### src/rtl/timer_pkg.sv
// Shared encodings for the timer0 count/compare path.
package timer_pkg;

    typedef enum logic [1:0] {
        MODE_NORMAL   = 2'b00,
        MODE_PC_PWM   = 2'b01,
        MODE_CTC      = 2'b10,
        MODE_FAST_PWM = 2'b11
    } mode_e;

    localparam logic DIR_UP   = 1'b0;
    localparam logic DIR_DOWN = 1'b1;

    // PWM modes double-buffer OCR; the others write it straight through.
    function automatic logic is_pwm(input mode_e m);
        return (m == MODE_PC_PWM) || (m == MODE_FAST_PWM);
    endfunction

endpackage

### src/rtl/dff_en_ar.sv
// Enabled register with asynchronous active-high clear to RESETVAL.
module dff_en_ar #(
    parameter int               WIDTH    = 1,
    parameter logic [WIDTH-1:0] RESETVAL = '0
) (
    input  logic             clk,
    input  logic             clr,
    input  logic             en,
    input  logic [WIDTH-1:0] d,
    output logic [WIDTH-1:0] q
);

    always_ff @(posedge clk or posedge clr) begin
        if (clr)     q <= RESETVAL;
        else if (en) q <= d;
    end

endmodule

### src/rtl/timer_counter_core.sv
// Timer0 count/compare core: counter, double-buffered compare, overflow and
// compare-match events and the waveform output for the four WGM0 modes.
module timer_counter_core
    import timer_pkg::*;
#(
    parameter int               WIDTH    = 8,
    parameter logic [WIDTH-1:0] RESETVAL = '0
) (
    input  logic             clk,
    input  logic             clr,
    input  logic             tick,
    input  logic [1:0]       mode,
    input  logic             cnt_we,
    input  logic [WIDTH-1:0] cnt_wdata,
    input  logic             ocr_we,
    input  logic [WIDTH-1:0] ocr_wdata,
    output logic [WIDTH-1:0] cnt,
    output logic [WIDTH-1:0] ocr,
    output logic             dir,
    output logic             tov_pulse,
    output logic             ocf_pulse,
    output logic             oc_out
);

    localparam logic [WIDTH-1:0] MAX = '1;
    localparam logic [WIDTH-1:0] ONE = WIDTH'(1);

    mode_e            m;
    logic             pwm, step, at_max, at_bot, eq, match, blk;
    logic [WIDTH-1:0] ocr_buf;
    logic [WIDTH-1:0] cnt_d, ocr_d, buf_d;
    logic             cnt_en, ocr_en;
    logic             dir_d, blk_d, oc_d, tov_d, ocf_d;

    assign m      = mode_e'(mode);
    assign pwm    = is_pwm(m);
    // A TCNT write in the same cycle swallows the tick entirely.
    assign step   = tick & ~cnt_we;
    assign at_max = (cnt == MAX);
    assign at_bot = (cnt == '0);
    assign eq     = (cnt == ocr);
    assign match  = step & eq & ~blk;

    assign cnt_en = cnt_we | step;
    assign ocr_en = ~pwm | (step & at_max);

    always_comb begin
        cnt_d = cnt;
        dir_d = dir;
        blk_d = blk;
        oc_d  = oc_out;
        tov_d = 1'b0;
        ocf_d = match;
        buf_d = ocr_wdata;
        // Non-PWM keeps ocr tracking ocr_buf, which also covers the copy on mode entry.
        if (!pwm) ocr_d = ocr_we ? ocr_wdata : ocr_buf;
        else      ocr_d = ocr_buf;

        if (cnt_we) begin
            cnt_d = cnt_wdata;
            blk_d = 1'b1;
        end else if (step) begin
            blk_d = 1'b0;
            case (m)
                MODE_NORMAL: begin
                    cnt_d = cnt + ONE;
                    tov_d = at_max;
                    if (match) oc_d = ~oc_out;
                end
                MODE_CTC: begin
                    cnt_d = eq ? '0 : cnt + ONE;
                    tov_d = at_max;
                    if (match) oc_d = ~oc_out;
                end
                MODE_FAST_PWM: begin
                    cnt_d = cnt + ONE;
                    tov_d = at_max;
                    if (at_max)     oc_d = 1'b1;
                    else if (match) oc_d = 1'b0;
                end
                MODE_PC_PWM: begin
                    if (dir == DIR_UP) begin
                        if (at_max) begin
                            dir_d = DIR_DOWN;
                            cnt_d = MAX - ONE;
                        end else begin
                            cnt_d = cnt + ONE;
                        end
                    end else begin
                        if (at_bot) begin
                            dir_d = DIR_UP;
                            cnt_d = ONE;
                            tov_d = 1'b1;
                        end else begin
                            cnt_d = cnt - ONE;
                        end
                    end
                    if (match) oc_d = (dir == DIR_DOWN);
                end
            endcase
        end

        if (m != MODE_PC_PWM) dir_d = DIR_UP;
    end

    dff_en_ar #(.WIDTH(WIDTH), .RESETVAL(RESETVAL)) u_cnt (
        .clk(clk), .clr(clr), .en(cnt_en), .d(cnt_d), .q(cnt)
    );
    dff_en_ar #(.WIDTH(WIDTH)) u_ocr (
        .clk(clk), .clr(clr), .en(ocr_en), .d(ocr_d), .q(ocr)
    );
    dff_en_ar #(.WIDTH(WIDTH)) u_ocr_buf (
        .clk(clk), .clr(clr), .en(ocr_we), .d(buf_d), .q(ocr_buf)
    );
    dff_en_ar #(.WIDTH(1)) u_dir (
        .clk(clk), .clr(clr), .en(1'b1), .d(dir_d), .q(dir)
    );
    dff_en_ar #(.WIDTH(1)) u_blk (
        .clk(clk), .clr(clr), .en(1'b1), .d(blk_d), .q(blk)
    );
    dff_en_ar #(.WIDTH(1)) u_oc (
        .clk(clk), .clr(clr), .en(1'b1), .d(oc_d), .q(oc_out)
    );
    dff_en_ar #(.WIDTH(1)) u_tov (
        .clk(clk), .clr(clr), .en(1'b1), .d(tov_d), .q(tov_pulse)
    );
    dff_en_ar #(.WIDTH(1)) u_ocf (
        .clk(clk), .clr(clr), .en(1'b1), .d(ocf_d), .q(ocf_pulse)
    );

endmodule

### config.mk
export PLATFORM = sky130hd
export DESIGN_NAME = timer_counter_core
export DESIGN_NICKNAME = d
export VERILOG_FILES = /design/src/rtl/timer_pkg.sv /design/src/rtl/dff_en_ar.sv /design/src/rtl/timer_counter_core.sv
export SDC_FILE = /design/constraint.sdc
export NUM_CORES = 1
export LEC_CHECK = 0
export ABC_AREA = 1
export CORE_MARGIN = 3
export CORE_UTILIZATION = 45
export DETAILED_ROUTE_END_ITERATION = 16
export DONT_BUFFER_PORTS = 1
export GPL_TIMING_DRIVEN = 0
export PLACE_DENSITY_LB_ADDON = 0.1
export SYNTH_ARGS = -nofsm -noshare
export SYNTH_HDL_FRONTEND = slang
export SYNTH_SLANG_ARGS = --single-unit
### constraint.sdc
create_clock -name clk -period 4.6 [get_ports clk]
set_input_delay 0.92 -clock clk [delete_from_list [all_inputs] [get_ports clk]]
set_output_delay 0.92 -clock clk [all_outputs]
set_load 0.01 [all_outputs]
# Yosys cells after proc, flatten, opt, wreduce, memory -nomap -nowiden
# Index checks and enable logic that the tools add are counted.
[word_totals]
ff_bits = 29
latch_bits = 0
ramBits = 0
rom_bits = 0
in_bits = 23
out_inout_bits = 20
elab_cells = 70
mem_count = 0
[op_classes]
n_addsub = 2
n_mul = 0
div = 0
magnitude_cmp = 0
n_eq_ne = 10
n_shift = 0
mux = 28
n_bitwise = 10
n_reduce_logical = 12
[op_table]
columns = ["operator", "count"]
rows = [
  ["two-way mux 8 bit", 8],
  ["case mux 8 bit (3 select lines)", 1],
  ["two-way mux 1 bit", 17],
  ["adder 8 x 1 -> 8 bit, second input constant", 1],
  ["== test 8 bit", 1],
  ["== test 8 bit, second input constant", 1],
  ["logical NOT 8 bit", 1],
  ["subtractor 8 x 1 -> 8 bit, second input constant", 1],
  ["!= test 2 x 1 -> 1 bit, second input constant", 3],
  ["nonzero test 2 bit", 3],
  ["AND reduction 5 bit", 1],
  ["AND 1 bit", 4],
  ["== test 2 bit, second input constant", 2],
  ["NOT 1 bit", 4],
  ["OR reduction 2 bit", 2],
  ["!= test 3 bit, second input constant", 1],
  ["case mux 1 bit (3 select lines)", 1],
  ["AND reduction 3 bit", 1],
  ["OR reduction 3 bit", 1],
  ["== test 2 x 1 -> 1 bit, second input constant", 1],
  ["logical NOT 2 bit", 1],
  ["!= test 2 bit, second input constant", 1],
  ["bitwise OR 1 bit", 2],
  ["case mux 1 bit (2 select lines)", 1],
  ["other kinds (2)", 2],
]

# Logic depth before layout (Yosys ltp)
# Gate-level depths: netlist of the first run.
[logic_depth]
ltp_word = 7
depth_mapped = 13
depth_no_buf = 13

# By module
# A second synthesis of the first run with hierarchy kept.
[unflattened]
hier_cells = 401
area_unflattened_um2 = 2482.4
[by_module_without_submodules]
columns = ["module", "instances", "cells_per_inst", "area_per_inst_um2", "seq_area_each_um2"]
rows = [
  ["timer_counter_core", 1, 266, 1336.3, 0.0],
  ["dff_en_ar (u_cnt ...)", 3, 35, 309.0, 200.2],
  ["dff_en_ar (u_blk ...)", 5, 6, 43.8, 25.0],
]

# Worst setup path after synthesis of the first run
# OpenSTA, ideal clock, no wires.
[synth_timing]
path_type = "input to register"
startpoint = "input mode[1]"
endpoint = "register u_ocr.q[0]"
setup_time_ns = 0.123
arrival_ns = 1.945
required_time_ns = 4.477
slack_ns = 2.533
path_stages = 6
n_path_buf = 1
cell_sequence = "inv_1 > ha_1 > nor2_4 > inv_1 > buf_2 > o221a_2"
[synth_between]
elab_chain_cells = 4
word_cells_on_any_way = 6
cone_classes = "eq/ne: 2; mux: 1; bitwise: 2; reduce/logical: 1"
[synth_lines]
columns = ["item", "line", "text"]
rows = [
  ["start: declaration", "timer_counter_core.sv:12", "input logic [1:0] mode,"],
  ["== test 2 x 1 -> 1 bit / == test 2 bit (equally long branches)", "timer_pkg.sv:16", "return (m == MODE_PC_PWM) || (m == MODE_FAST_PWM);"],
  ["logical OR 1 bit *", "timer_pkg.sv:16", ""],
  ["NOT 1 bit", "timer_counter_core.sv:45", "assign ocr_en = ~pwm | (step & at_max);"],
  ["bitwise OR 1 bit", "timer_counter_core.sv:45", ""],
  ["end signal: assignment", "dff_en_ar.sv:14", "if (clr) q <= RESETVAL;"],
  ["end signal: assignment", "dff_en_ar.sv:15", "else if (en) q <= d;"],
  ["end: declaration", "dff_en_ar.sv:10", "output logic [WIDTH-1:0] q"],
]
# Mark *: on every way between the ends. The rest lies on a longest branch, timed or not.
# A chain may end at the register's enable or synchronous reset.

# Final worst setup path of the first run
# Ends and elaborated chain as after synthesis.

==> impl_metrics.json, run 1 <==
{
  "max_cap_violations": 0,
  "holdBufCountCts": 0,
  "start_util_pct": 47.9,
  "yosysUniqueCellTypes": 34,
  "syn_nets": 328,
  "num_vias": 1930,
  "avgSynthCellArea_um2": 7.19,
  "drtIter0Drc": 101,
  "crit_chain": "inv_1 > ha_1 > nor2_4 > inv_1 > buf_2 > o221a_2",
  "areaGrowthSynthToFinish_pct": 7.76,
  "dieArea_um2": 5630,
  "core_area_um2": 4470,
  "nNetsFinal": 335,
  "cp-end-kind": "register",
  "hp-start": "u_ocr_buf.q[4]",
  "nFillCells": 431,
  "status": "finished, final reports clean",
  "yosysSeqAreaShare_pct": 33.9,
  "max_stage_delay_ns": 0.30,
  "ys_ff_latch": 29,
  "clkLatencyLatePin_ns": 0.28,
  "post-cts-setup-buffers": 0,
  "totalWireLength_um": 5270,
  "routedWlPerCell_um": 14.7,
  "grt_overflow": 0,
  "clock-sinks": 29,
  "final.setup.worst_slack_ns": 2.62,
  "leakage_nw": 1.13,
  "track_usage_pct": 20.0,
  "antenna_cells": 0,
  "crit_buf_inv": 3,
  "cp_max_fo": 10,
  "final_util_pct": 51.6,
  "irDropWorstVdd_uv": 245,
  "clkTransAtPathRegs_ns": 0.06,
  "tightest_slew_ns": 1.11,
  "drv_slew": 0,
  "synthCells": 298,
  "die_w_um": 75.0,
  "fin_crit_sh_pct": 43.0,
  "cts_resized": 0,
  "worstHoldPathType": "reg -> reg",
  "grt_max_degree": 30,
  "instances_no_fill": 358,
  "num_rows": 24,
  "finalHoldViolations": 0,
  "fin_setup_tns_ns": 0,
  "route.detailed.drc": 0,
  "min_period_ns": 1.98,
  "antenna_found_initial": 0,
  "hpwl_um": 4010,
  "first_pass_iters": 4,
  "max_freq_mhz": 506,
  "die_h_um": 75.0,
  "worst-setup-path-type": "in -> reg",
  "placed_cells": 350,
  "htreeDepth": 2,
  "rr_endpoint": "u_ocr.q[0]",
  "setup_viol": 0,
  "viasPerCell": 5.39,
  "fin_skew_ns": 0.00303,
  "synth_warnings": 0,
  "port_buffers": 0,
  "r2r_setup_slack_ns": 2.73,
  "place.gp.congestion": 0.891,
  "startpoint_type": "primary input",
  "worstReg2RegStart": "u_cnt.q[0]",
  "relSlewSlack_pct": 25.7,
  "clock_tree.buffer_depth": 2,
  "rsz0062_at_grt": "false",
  "cts_tree": "yes",
  "antenna_left": 0,
  "grt_pass1_wl_um": 8600,
  "grt_pass1_vias": 1845,
  "crit_family": "buffers and inverters",
  "io_pins": 43,
  "cp_slowest_cell": "o221a_2",
  "dp_slack_ns": 2.33,
  "hold_end": "u_ocr_buf.q[4]",
  "p_per_area_nw_per_um2": 330,
  "reg2reg_depth": 7,
  "root_buffer": "clkbuf_8",
  "syn_area_um2": 2140,
  "numCtsBuffers": 5,
  "cp_data_arrival_time_ns": 2.14,
  "hold_depth": 1,
  "layout-drive-gt1-share_pct": 14.7,
  "crit_top_cell": "inv_1",
  "required_ns": 4.77
}
==> cells in the mapped netlist <==
master | n | share of area, %
dfrtp_1 | 29 | 34
a22oi_1 | 4 | 1.4
nand3_1 | 36 | 8.4
nor2_1 | 28 | 4.9
nand4_1 | 4 | 1.2
nand2_1 | 88 | 15
ha_1 | 7 | 4.1
clkbuf_1 | 2 | 0.35
inv_2 | 7 | 1.2
o22ai_1 | 1 | 0.29
nor2_4 | 1 | 0.53
o221ai_1 | 1 | 0.41
inv_1 | 26 | 4.6
nor2_2 | 1 | 0.29
buf_4 | 3 | 1.1
nor3_1 | 1 | 0.23
a31oi_1 | 3 | 0.88
o21bai_1 | 2 | 0.70
o21ai_0 | 9 | 2.1
xnor2_1 | 8 | 3.3
a21oi_1 | 3 | 0.70
mux2_2 | 6 | 3.2
nor4_1 | 1 | 0.29
a21oi_4 | 1 | 0.76
buf_6 | 3 | 1.6
o221a_2 | 2 | 1.1
nand3_2 | 2 | 0.93
nand2b_1 | 1 | 0.29
nand2_2 | 7 | 2.0
buf_2 | 2 | 0.47
o21ai_1 | 3 | 0.70
nand2_4 | 1 | 0.53
xor2_1 | 4 | 1.6
nor3_4 | 1 | 0.76
==> flip-flops by register name, summed over array words and instances, names as in the netlist <==
signal and flops:
u_cnt.q 8, u_oc.q 1, u_ocr.q 8, u_blk.q 1, u_tov.q 1, u_dir.q 1, u_ocr_buf.q 8, u_ocf.q 1
==> final cells by class <==
type,count,area [um^2],share of cell area [%]
Buffer,10,73.8,3.20
Clock buffer,7,96.3,4.17
Clock inverter,1,5.00,0.217
Inverter,33,124,5.36
Multi-Input combinational cell,226,1220,52.8
Sequential cell,29,726,31.4
Tap cell,52,65.1,2.82
==> worst reg2reg max path, delay by kind of cell, from the launching register on <==
| family | cells | cell delay (ns) |
|---|---|---|
| adder cells (fa/ha/maj) | 1 | 0.30 |
| buffers and inverters | 1 | 0.13 |
| AND/OR/NAND/NOR | 4 | 0.62 |
| AO/OA/AOI/OAI | 1 | 0.13 |
| flip-flops | 1 | 0.58 |
==> how the worst max path moves through the flow <==
stage	startpoint	endpoint	depth (start not counted)
after global placement	mode[1]	u_ocr.q[3]	6
after detailed placement	mode[1]	u_ocr.q[0]	6
after global routing	u_cnt.q[0]	u_cnt.q[5]	13
after floorplan	mode[1]	u_ocr.q[0]	6
final	mode[1]	u_ocr.q[0]	6
after CTS	mode[1]	u_ocr.q[0]	6
==> layout by cell type, fill, tap and decap left out, drive strengths merged <==
master,instances
clkbuf,9
dfrtp,29
o21ai,12
a21oi,4
nor4,1
nand3,38
nor3,2
o221a,2
nor2,30
inv,33
o221ai,1
xor2,4
a22oi,4
o22ai,1
nand4,4
mux2,6
nand2b,1
clkinv,1
xnor2,8
buf,8
nand2,96
ha,7
o21bai,2
a31oi,3
==> through the flow <==
stage / hold slack (ns) / total power, mW / instance area (um^2)
after floorplan: 0.487 / 0.491 / 2140
after global placement: 0.502 / 0.534 / 2210
after detailed placement: 0.510 / 0.536 / 2210
after CTS: 0.524 / 0.767 / 2310
after global routing: 0.542 / 0.814 / 2310
final: 0.523 / 0.763 / 2310
==> per-layer routing <==
layer	wire length, um	up-vias	global-route usage (%)
met5	0	-	0
met4	27	0	3.95
met3	386	5	5.47
met2	2310	56	30.1
met1	2550	888	29.0
li1	-	981	-
==> report_power, final <==
group          internal (mW)  switching (mW)
Combinational         0.0811           0.122
Sequential             0.285          0.0430
Clock                  0.135          0.0974
==> cells by family after synthesis <==
| kind of cell | Yosys count | synth area share (%) |
|---|---|---|
| mux | 6 | 3.15 |
| compound gates | 29 | 8.99 |
| simple gates | 172 | 35.8 |
| fa+ha+maj | 7 | 4.09 |
| xor+xnor | 12 | 4.90 |
| buf+inv | 43 | 9.22 |
| flops | 29 | 33.9 |
No activity file was read; power rests on OpenSTA's default activity.
==> inputs of run 2 (changes only) <==
clock period = 1.7 ns   (was 4.6 ns; I/O delays follow)
==> run 2 against run 1 <==
- core utilization rose by 4.2 points
- flip-flop and latch count is the same
- register-to-register slack lost 2.7 ns
- largest power group unchanged
- total power rose to 2.8 times the previous value
- critical path type is now reg -> reg
- hold slack worse by 0.33 ns
- clock power rose to 2.7 times the previous value
- clock skew down 0.00095 ns
- cell area up 8.1%
- first-iteration DRC count up 28%
==> impl_metrics.json, run 2 (same netlist as run 1, synthesis figures left out) <==
{
  "io_pins": 43,
  "cp_max_fo": 8,
  "num_vias": 1994,
  "drv_slew": 0,
  "wl_met2_um": 2530,
  "setup_viol": 0,
  "max_freq_mhz": 614,
  "first_pass_iters": 5,
  "instances_no_fill": 370,
  "num_rows": 24,
  "startpoint_type": "register",
  "die_w_um": 75.0,
  "grt_pass1_vias": 1885,
  "die_h_um": 75.0,
  "drt-met1-wl_um": 2620,
  "numCtsBuffers": 5,
  "clkLatencyLatePin_ns": 0.28,
  "nNetsFinal": 347,
  "irDropWorstVdd_uv": 662,
  "grt_overflow": 0,
  "placed_cells": 350,
  "status": "finished, final reports clean",
  "min_period_ns": 1.63,
  "cp_data_arrival_time_ns": 1.79,
  "rsz0062_at_grt": "true",
  "required_ns": 1.87,
  "clkTransAtPathRegs_ns": 0.06,
  "clock_tree.buffer_depth": 2,
  "final_util_pct": 55.8,
  "worst-setup-path-type": "reg -> reg",
  "placed_area_um2": 2210,
  "design_area_um2": 2500,
  "leakage_nw": 1.19,
  "dieArea_um2": 5630,
  "port_buffers": 0,
  "routedWlPerCell_um": 15.2,
  "antenna_cells": 0,
  "antenna_left": 0,
  "route.detailed.drc": 0,
  "layout-drive-gt1-share_pct": 24.2,
  "worstHoldPathType": "in -> reg",
  "totalWireLength_um": 5610,
  "hpwl_um": 4010,
  "core_area_um2": 4470,
  "p_per_area_nw_per_um2": 859,
  "fin_crit_sh_pct": 95.8,
  "cp-end-kind": "register",
  "track_usage_pct": 20.7,
  "fin_skew_ns": 0.00209,
  "grt_pass1_wl_um": 8890,
  "antenna_found_initial": 0,
  "grt_max_degree": 30,
  "cts_tree": "yes",
  "relSlewSlack_pct": 26.5,
  "max_cap_violations": 0,
  "top_regs": "u_cnt.q x8, u_ocr.q x8, u_ocr_buf.q x8",
  "clock-sinks": 29,
  "place.gp.congestion": 0.891,
  "drtIter0Drc": 129,
  "final_cell_mix": "83 x nand2_1, 36 x nand3_1, 26 x dfrtp_1",
  "finalHoldViolations": 0,
  "areaGrowthSynthToFinish_pct": 16.5,
  "routed.top_layer": "met4",
  "wl_met3_um": 404,
  "viasPerCell": 5.39,
  "tightest_slew_ns": 1.10,
  "root_buffer": "clkbuf_8",
  "start_util_pct": 47.9,
  "layout_commonest_cell": "nand2_1",
  "htreeDepth": 2
}
## run 2: where the power goes
part	total [mW]	switching [mW]	internal (mW)
clock network	0.626	0.261	0.365
registers	0.895	0.124	0.772
logic	0.624	0.361	0.263
total	2.15	0.746	1.40
## run 2: final timing paths
kind | startpoint | endpoint | slack [ns] | cells after the start
max | u_cnt.q[0] | u_cnt.q[4] | 0.07 | 9
min | tick | u_blk.q | 0.19 | 1
max reg2reg | u_cnt.q[0] | u_cnt.q[4] | 0.07 | 9
min reg2reg | u_ocr_buf.q[4] | u_ocr_buf.q[4] | 0.52 | 1
max in group asynchronous | clr | u_cnt.q[0] | 0.73 | 1
min in group asynchronous | clr | u_ocr.q[4] | 0.23 | 1
## run 2: through the flow
step                total power [mW]  setup TNS, ns  setup slack (ns)  hold WS [ns]
detailed placement              1.45          -1.86            -0.169         0.489
floorplan                       1.33              0             0.119         0.418
finish                          2.15              0            0.0708         0.194
CTS                             2.09              0            0.0129         0.195
global route                    2.29        -0.0867           -0.0199         0.213
global placement                1.45          -1.56            -0.146         0.479
## run 2: final cells by class
type | instances | area [um^2]
buffer | 10 | 77.6
timing repair buffer | 11 | 83.8
clock inverter | 1 | 5.00
sequential | 29 | 729
fill | 424 | 1980
multi-input combinational | 227 | 1300
tap | 52 | 65.1
inverter | 33 | 136
clock buffer | 7 | 96.3
## run 2: per-layer routing
metal	vias to the layer above	global-route usage, %
li1	1001	-
met4	0	3.75
met1	918	30.2
met5	-	0
met3	8	5.47
met2	67	31.0
## run 2: worst max-delay path, cell delays in order, from the launching register on
cell and delay, ns:
dfrtp_2 0.53, ha_4 0.20, nand3_4 0.08, buf_6 0.13
xor2_2 0.15, nand2b_1 0.14, nand3_1 0.08, nand3_1 0.08
nand2_1 0.07, nand2_1 0.05
## run 2: timing repair
item / 4_1_cts / 5_1_grt
cloned: 1 / 1
resized for setup: 9 / 24
setup endpoints to repair: 18 / 17
pin swaps: 5 / 12
setup buffers: 3 / 7
hold buffers: 0 / 0
